<file path="src/rtl/sprite_mem_loader.sv">
`default_nettype none
// +----------------------------------------------------------------------+
// | sprite_mem_loader: unpacks 16x16 2bpp sprite packets from a byte     |
// | stream into per-pixel RAM writes. Option: SPRITE_LOADER_CHECKSUM_EN  |
// | Rev 1.0                                                              |
// +----------------------------------------------------------------------+
module sprite_mem_loader #(
  parameter int NUM_SPRITES = 2,
  parameter int TIMEOUT     = 4096
) (
  input  logic       clock,
  input  logic       reset,
  input  logic [7:0] in_data,
  input  logic       in_valid,
  output logic       in_ready,
  output logic [5:0] wr_sel,
  output logic [7:0] wr_addr,
  output logic [1:0] wr_data,
  output logic       wr_en,
  output logic       busy,
  output logic       done,
  output logic       err
);

  typedef enum logic [2:0] {
    S_HDR  = 3'd0,
    S_BYTE = 3'd1,
    S_WR   = 3'd2,
    S_CHK  = 3'd3,
    S_FIN  = 3'd4
  } state_t;

  localparam int                 c_gap_w     = (TIMEOUT > 1) ? $clog2(TIMEOUT) : 1;
  localparam logic [c_gap_w-1:0] c_gap_last  = c_gap_w'((TIMEOUT > 0) ? TIMEOUT - 1 : 0);
  localparam bit                 c_to_en     = (TIMEOUT > 0);
  localparam logic [6:0]         c_num_spr   = 7'(NUM_SPRITES);

  state_t               state_q, state_d;
  logic [7:0]           pc_q, pc_d;
  logic [1:0]           k_q, k_d;
  logic [7:0]           sh_q, sh_d;
  logic [c_gap_w-1:0]   gap_q, gap_d;
  logic [5:0]           wr_sel_q, wr_sel_d;
  logic                 wr_en_q, wr_en_d;
  logic                 busy_q, busy_d;
  logic                 done_q, done_d;
  logic                 err_q, err_d;
  logic                 in_ready_q, in_ready_d;
`ifdef SPRITE_LOADER_CHECKSUM_EN
  logic [7:0]           xor_q, xor_d;
`endif

  logic accept;
  logic idle_timeout;

  always_ff @(posedge clock) begin
    if (reset) begin
      state_q    <= S_HDR;
      pc_q       <= '0;
      k_q        <= '0;
      sh_q       <= '0;
      gap_q      <= '0;
      wr_sel_q   <= '0;
      wr_en_q    <= 1'b0;
      busy_q     <= 1'b0;
      done_q     <= 1'b0;
      err_q      <= 1'b0;
      in_ready_q <= 1'b1;
`ifdef SPRITE_LOADER_CHECKSUM_EN
      xor_q      <= '0;
`endif
    end else begin
      state_q    <= state_d;
      pc_q       <= pc_d;
      k_q        <= k_d;
      sh_q       <= sh_d;
      gap_q      <= gap_d;
      wr_sel_q   <= wr_sel_d;
      wr_en_q    <= wr_en_d;
      busy_q     <= busy_d;
      done_q     <= done_d;
      err_q      <= err_d;
      in_ready_q <= in_ready_d;
`ifdef SPRITE_LOADER_CHECKSUM_EN
      xor_q      <= xor_d;
`endif
    end
  end

  always_comb begin
    state_d      = state_q;
    pc_d         = pc_q;
    k_d          = k_q;
    sh_d         = sh_q;
    gap_d        = gap_q;
    wr_sel_d     = wr_sel_q;
    wr_en_d      = 1'b0;
    done_d       = 1'b0;
    err_d        = 1'b0;
`ifdef SPRITE_LOADER_CHECKSUM_EN
    xor_d        = xor_q;
`endif
    accept       = in_valid && in_ready_q;
    idle_timeout = c_to_en && !accept && (gap_q == c_gap_last);

    case (state_q)
      S_HDR: begin
        if (accept) begin
          if ((in_data[7:6] != 2'b01) || ({1'b0, in_data[5:0]} >= c_num_spr)) begin
            err_d = 1'b1;
          end else begin
            wr_sel_d = in_data[5:0];
            pc_d     = '0;
            gap_d    = '0;
`ifdef SPRITE_LOADER_CHECKSUM_EN
            xor_d    = '0;
`endif
            state_d  = S_BYTE;
          end
        end
      end
      S_BYTE: begin
        if (accept) begin
          // The shift register feeds wr_data directly so the pixel output stays a flop.
          sh_d    = in_data;
          k_d     = '0;
          gap_d   = '0;
          wr_en_d = 1'b1;
`ifdef SPRITE_LOADER_CHECKSUM_EN
          xor_d   = xor_q ^ in_data;
`endif
          state_d = S_WR;
        end else if (idle_timeout) begin
          err_d   = 1'b1;
          state_d = S_HDR;
        end else begin
          gap_d = gap_q + 1'b1;
        end
      end
      S_WR: begin
        pc_d = pc_q + 8'd1;
        sh_d = {2'b00, sh_q[7:2]};
        k_d  = k_q + 2'd1;
        if (k_q != 2'd3) begin
          wr_en_d = 1'b1;
        end else if (pc_q == 8'hFF) begin
`ifdef SPRITE_LOADER_CHECKSUM_EN
          state_d = S_CHK;
`else
          done_d  = 1'b1;
          state_d = S_FIN;
`endif
        end else begin
          state_d = S_BYTE;
        end
      end
`ifdef SPRITE_LOADER_CHECKSUM_EN
      S_CHK: begin
        if (accept) begin
          gap_d = '0;
          if (in_data == xor_q) begin
            done_d  = 1'b1;
            state_d = S_FIN;
          end else begin
            err_d   = 1'b1;
            state_d = S_HDR;
          end
        end else if (idle_timeout) begin
          err_d   = 1'b1;
          state_d = S_HDR;
        end else begin
          gap_d = gap_q + 1'b1;
        end
      end
`endif
      S_FIN: begin
        state_d = S_HDR;
      end
      default: begin
        state_d = S_HDR;
      end
    endcase

    busy_d     = (state_d != S_HDR);
    in_ready_d = (state_d == S_HDR) || (state_d == S_BYTE) || (state_d == S_CHK);
  end

  assign in_ready = in_ready_q;
  assign wr_sel   = wr_sel_q;
  assign wr_addr  = pc_q;
  assign wr_data  = sh_q[1:0];
  assign wr_en    = wr_en_q;
  assign busy     = busy_q;
  assign done     = done_q;
  assign err      = err_q;

endmodule
`default_nettype wire
</file>
<file path="config.mk">
export PLATFORM = sky130hd
export DESIGN_NAME = sprite_mem_loader
export DESIGN_NICKNAME = d
export VERILOG_FILES = /design/src/rtl/sprite_mem_loader.sv
export SDC_FILE = /design/constraint.sdc
export NUM_CORES = 1
export LEC_CHECK = 0
export BUFFER_PORTS_ARGS = -buffer_cell sky130_fd_sc_hd__buf_2
export CAP_MARGIN = 5
export CORE_UTILIZATION = 29
export CTS_CLUSTER_DIAMETER = 40
export DETAILED_ROUTE_END_ITERATION = 10
export GPL_ROUTABILITY_DRIVEN = 0
export PLACE_DENSITY = 0.51
export SYNTH_ARGS = -nofsm -noshare
export SYNTH_HDL_FRONTEND = slang
export SYNTH_SLANG_ARGS = --single-unit
export TNS_END_PERCENT = 1
</file>
<file path="constraint.sdc">
create_clock -name clock -period 2.01 [get_ports clock]
set_input_delay 0.1005 -clock clock [delete_from_list [all_inputs] [get_ports clock]]
set_output_delay 0.1005 -clock clock [all_outputs]
set_load 0.05 [all_outputs]
</file>
# After elaboration in Yosys (flattened, before gate mapping)
# Index checks and enable logic that the tools add are counted.
# classes
addsub	3
order_cmp	1
n_eq_ne	12
muxes	28
bitwise_logic	2
n_reduce_logical	17
# op_table
op	count
$mux 12	4
$pmux 8 s2	2
$mux 8	3
$pmux 12 s2	1
$mux 3	6
$add 12x1->12 const B	1
$eq 12x12->1 const B	1
$pmux 3 s3	1
$add 8x1->8 const B	1
$eq 8x8->1 const B	1
$ne 2x2->1 const B	4
$mux 1	7
$eq 3x1->1 const B	2
$eq 3x2->1 const B	2
$ge 6x2->1 const B	1
$logic_not 3->1	2
$reduce_and 3->1	2
$reduce_bool 2->1	3
$pmux 1 s2	2
$pmux 2 s2	1
$reduce_and 4->1	1
$logic_or 1x1->1	3
$ne 3x3->1 const B	1
$reduce_bool 3->1	1
8 further kinds	10
# totals
reg_bits	44
input_bits	11
output_inout_bits	21
elab_cells	74

# Logic depth before layout (Yosys ltp)
# logic_depth
ltp_word	9
mapped_depth	7
mapped_depth_nobuf	6

# Worst setup path after synthesis
# Ideal clock, no wire load.
# synth_path
kind	reg2reg
startpoint	register in_ready_q (netlist: in_ready)
endpoint	register pc_q[7] (netlist: wr_addr[7])
setup_ps	151
arrival_time_ps	2008
required_time_ps	1859
setup_slack_ps	-149
stages_incl_launch_ff	6
path_buffers	0
period_less_slack_ps	2159
path_cell_list	dfxtp_1 > nand3b_1 > or4_4 > a2111oi_4 > xnor2_1 > nor2_1
# synth_via
elab_chain_cells	3
# synth_lines
item	line	rtl
from (decl)	48	logic in_ready_q, in_ready_d;
from (signal assigned)	83	in_ready_q <= in_ready_d;
$logic_and 1x1->1	103	accept = in_valid && in_ready_q;
$ne 2x2->1 (no source line)	--	
$reduce_and 3->1 (no source line)	--	
to (signal assigned)	74	pc_q <= pc_d;
to (decl)	39	logic [7:0] pc_q, pc_d;
# Every way passes these cells.
# A chain may end at the register's enable or synchronous reset.

# Final worst setup path
# layout_path
startpoint	register state_q[1]
endpoint	register pc_q[7] (netlist: wr_addr[7])
# layout_via
elab_chain_cells	3
word_cells_on_any_way	7
cone_classes	3 x eq/ne; 1 x mux; 3 x reduce/logical
# layout_lines
item	line	rtl
from (decl)	38	state_t state_q, state_d;
from (signal assigned)	73	state_q <= state_d;
$eq 3x2->1 / $logic_not 3->1 (equally long branches)	106	case (state_q)
$reduce_bool 2->1 (no source line) / $ne 2x2->1 (equally long branches)	--	
$reduce_and 3->1 (no source line)	--	
# Several ways; a longest one is shown, not always the timed one.

==> impl_results.md <==
* Status: completed
* Worst Path Required at 2.21 ns
* Initial Util at 30.0%
* Clk sinks at 44
* Main flop type after synthesis: dfxtp_1
* GR Util All Layers at 13.6%
* Vias at 1758
* Internal power at 1.27 mW
* Diodes inserted at 0
* Antenna Nets Post-Route at 0
* Area Growth Syn to Fin at 28.1%
* Mapped Cells at 222
* Drt total wl at 4540 um
* Core footprint at 0.00635 mm^2
* CTS buffer count at 5
* Sw Share at 22.0%
* Setup ws final at 0.108 ns
* Synth async-reset ratio at 0%
* Critical path peak fanout at 4
* Clk network pwr share at 42.2%
* Filler cells at 653
* Ys Warns at 0
* Layout Cells excl Fill at 354
* Buf/Inv on CP at 0
* Die Area at 0.00690 mm^2
* Root buffer cell: clkbuf_8
* Clock transition at the registers of the reported paths at 0.09 ns
* Worst IR Drop VDD at 0.463 mV
* # setup viols final at 0
* Area after DPL at 0.00231 mm^2
* CTS H-tree depth at 2
* Max cap viols at 0
* Seq/Total Area, Yosys at 46.2%
* Crit end category: flip-flop
* Number of global-route vias before repair at 1611
* Power per cell area at 666 mW/mm^2
* Total negative slack at 0 ns
* Layout cells sized above 1 at 26.4%
* Multi-input gate area at 983 um^2
* DP Worst Slack at -0.0561 ns
* Post-DP HPWL at 3320 um
* Slowest-stage cell, CP: or4_4
* Post-DR vias/cell at 4.97
* Hold WC Path Type: in -> reg
* Fmax at 526 MHz
* Seq cells post-synth at 44
* Pins Over Slew Limit at 0
* Leakage power at 0.970 nW
* GR Overflow Total at 0
* CP startpoint kind: flip-flop
* Worst rel slew slack at 74.1%
* Total I/O pin count at 32
* Slowest cell delay on critical path at 0.63 ns
* Cts-stage hold buffer count at 0
* # rows at 29
* Critical Path, Cell by Cell: nand3b_1, or4_4, a2111oi_4, xnor2_1, nor2_1
* RSZ-0062 raised after global routing: no
* Skew-Pair Late Insertion Delay at 0.30 ns
* Placed cells at 345
* Drt first pass iters at 4
* Die Height at 83.1 um
* Initial antenna violation count at 0
* Die Width at 83.1 um
* Measured slew at the worst slew-check pin at 0.384 ns
* Routed WL per cell at 12.8 um
* Comb power frac at 4.1%
* First-pass GRT wire length at 7550 um
* Hold violation total from the final report at 0
* Tmin final at 1.90 ns
* Largest delay contributor family on the critical path: simple AND/OR/NAND/NOR gates
* Buffers on Ports at 31
* Final worst-path cycle share at 94.6%
* Cell variety after synth at 41
* Flop pwr share at 53.7%
* Crit path kind: reg -> reg
* Net Switching at 357 uW
* Clock skew at 0.00591 ns
* Synth Area per Inst at 8.59 um^2
* Worst path arrival time at 2.11 ns
* CTS tree: yes
* Final instance area at 0.00244 mm^2
* Initial DRC count at 81
* Post-Syn Nets at 236
* Largest net degree at the start of global routing at 15
* Drt drc at 0
* Mapped Area at 0.00191 mm^2
* Number of flops mapped to enable cells by yosys at 0
* Longest Clk Path Bufs at 2
* Final nets at 290
* FF/Latch Area at 882 um^2
## registers in the layout, summed over array words and instances (netlist names)
name,count
sh_q,8
wr_sel,6
in_ready,1
wr_en,1
done,1
k_q,2
wr_addr,8
state_q,3
busy,1
err,1
gap_q,12
## area by class of cell
type	instances	share of cell area [%]
Sequential cell	44	36.1
Clock buffer	5	2.82
Multi-Input combinational cell	164	40.2
Clock inverter	3	1.74
Tap cell	77	3.94
Inverter	6	0.922
Timing Repair Buffer	55	14.2
## worst paths after layout
kind	endpoint	slack, ns	from	depth (start not counted)
setup / recovery	wr_addr[7]	0.11	state_q[1]	5
hold / removal	sh_q[6]	0.03	in_data[6]	3
setup reg to reg	wr_addr[7]	0.11	state_q[1]	5
hold reg to reg	wr_sel[0]	0.47	wr_sel[0]	2
## metrics by stage
| step | hold slack, ns | total power, mW | utilization, % |
|---|---|---|---|
| 2_1_floorplan | 0.236 | 0.923 | - |
| 3_3_place_gp | 0.363 | 0.959 | 36.3 |
| 3_5_place_dp | 0.365 | 0.959 | 36.3 |
| 4_1_cts | 0.0373 | 1.64 | 38.2 |
| 5_1_grt | 0.0491 | 1.69 | 38.5 |
| 6_report | 0.0337 | 1.63 | 38.5 |
## kinds of logic after synthesis
kind of cell,count (synthesis),synth area share [%]
buffers and inverters,14,3.21
flip-flops,44,46.2
AND/OR/NAND/NOR,109,30.2
AO/OA/AOI/OAI,44,14.6
XOR/XNOR,6,2.76
adder cells (fa/ha/maj),3,1.97
multiplexers,2,1.12
## power groups by stage
stage	logic [mW]	clock network (mW)	registers, mW
detailed placement	0.0645	0	0.894
global route	0.0738	0.744	0.874
finish	0.0674	0.686	0.874
floorplan	0.0239	0	0.899
CTS	0.0651	0.702	0.874
global placement	0.0646	0	0.894
## cells in the final DEF (no fill, tap or decap), types with 2 or more instances in the layout
master and instances:
dfxtp_1 43, nor2_1 31, buf_2 31, buf_4 23
a21oi_1 22, nand3_1 18, nand2_1 16, or3_1 9
o21ai_0 8, and3_1 6, inv_1 6, clkbuf_8 5
nand2b_1 4, nand4_1 4, nor3_1 3, xor2_1 3
xnor2_1 3, nor4_1 3, ha_1 3, or2_2 2
and4_1 2, o31ai_1 2, or4_1 2, o41ai_1 2
o221ai_1 2, nor4b_1 2
## tightest hold or removal path, cell delays in order
cell and delay [ns]:
buf_2 0.10, nand2_1 0.05, a21oi_1 0.05
## Yosys cell counts (all sizes together), types with 3 or more instances
| library cell | n | area (um^2) |
|---|---|---|
| or3 | 9 | 56.3 |
| o21ai | 8 | 40.0 |
| nor3 | 3 | 15.0 |
| nand2 | 16 | 60.1 |
| a21oi | 23 | 115 |
| ha | 3 | 37.5 |
| clkbuf | 5 | 18.8 |
| nand4 | 4 | 25.0 |
| buf | 3 | 20.0 |
| dfxtp | 44 | 881 |
| nor4 | 4 | 25.0 |
| xnor2 | 3 | 26.3 |
| nor2 | 31 | 116 |
| and3 | 6 | 37.5 |
| inv | 6 | 22.5 |
| or4 | 3 | 26.3 |
| nand2b | 4 | 25.0 |
| xor2 | 3 | 26.3 |
| nand3 | 18 | 90.1 |
## repair_timing
action / CTS / global route
setup endpoints to repair: 1 / 5
gates resized for setup: 1 / 2
pin swaps: 0 / 1
buffers inserted: 0 / 1
## per-layer routing
metal | track usage (%) | vias up | routed length [um]
li1 | - | 911 | -
met1 | 18.4 | 812 | 2360
met2 | 20.5 | 29 | 1930
met3 | 4.08 | 6 | 172
met4 | 4.70 | 0 | 70
met5 | 0 | - | 0
Power figures use the tool's default switching activity.
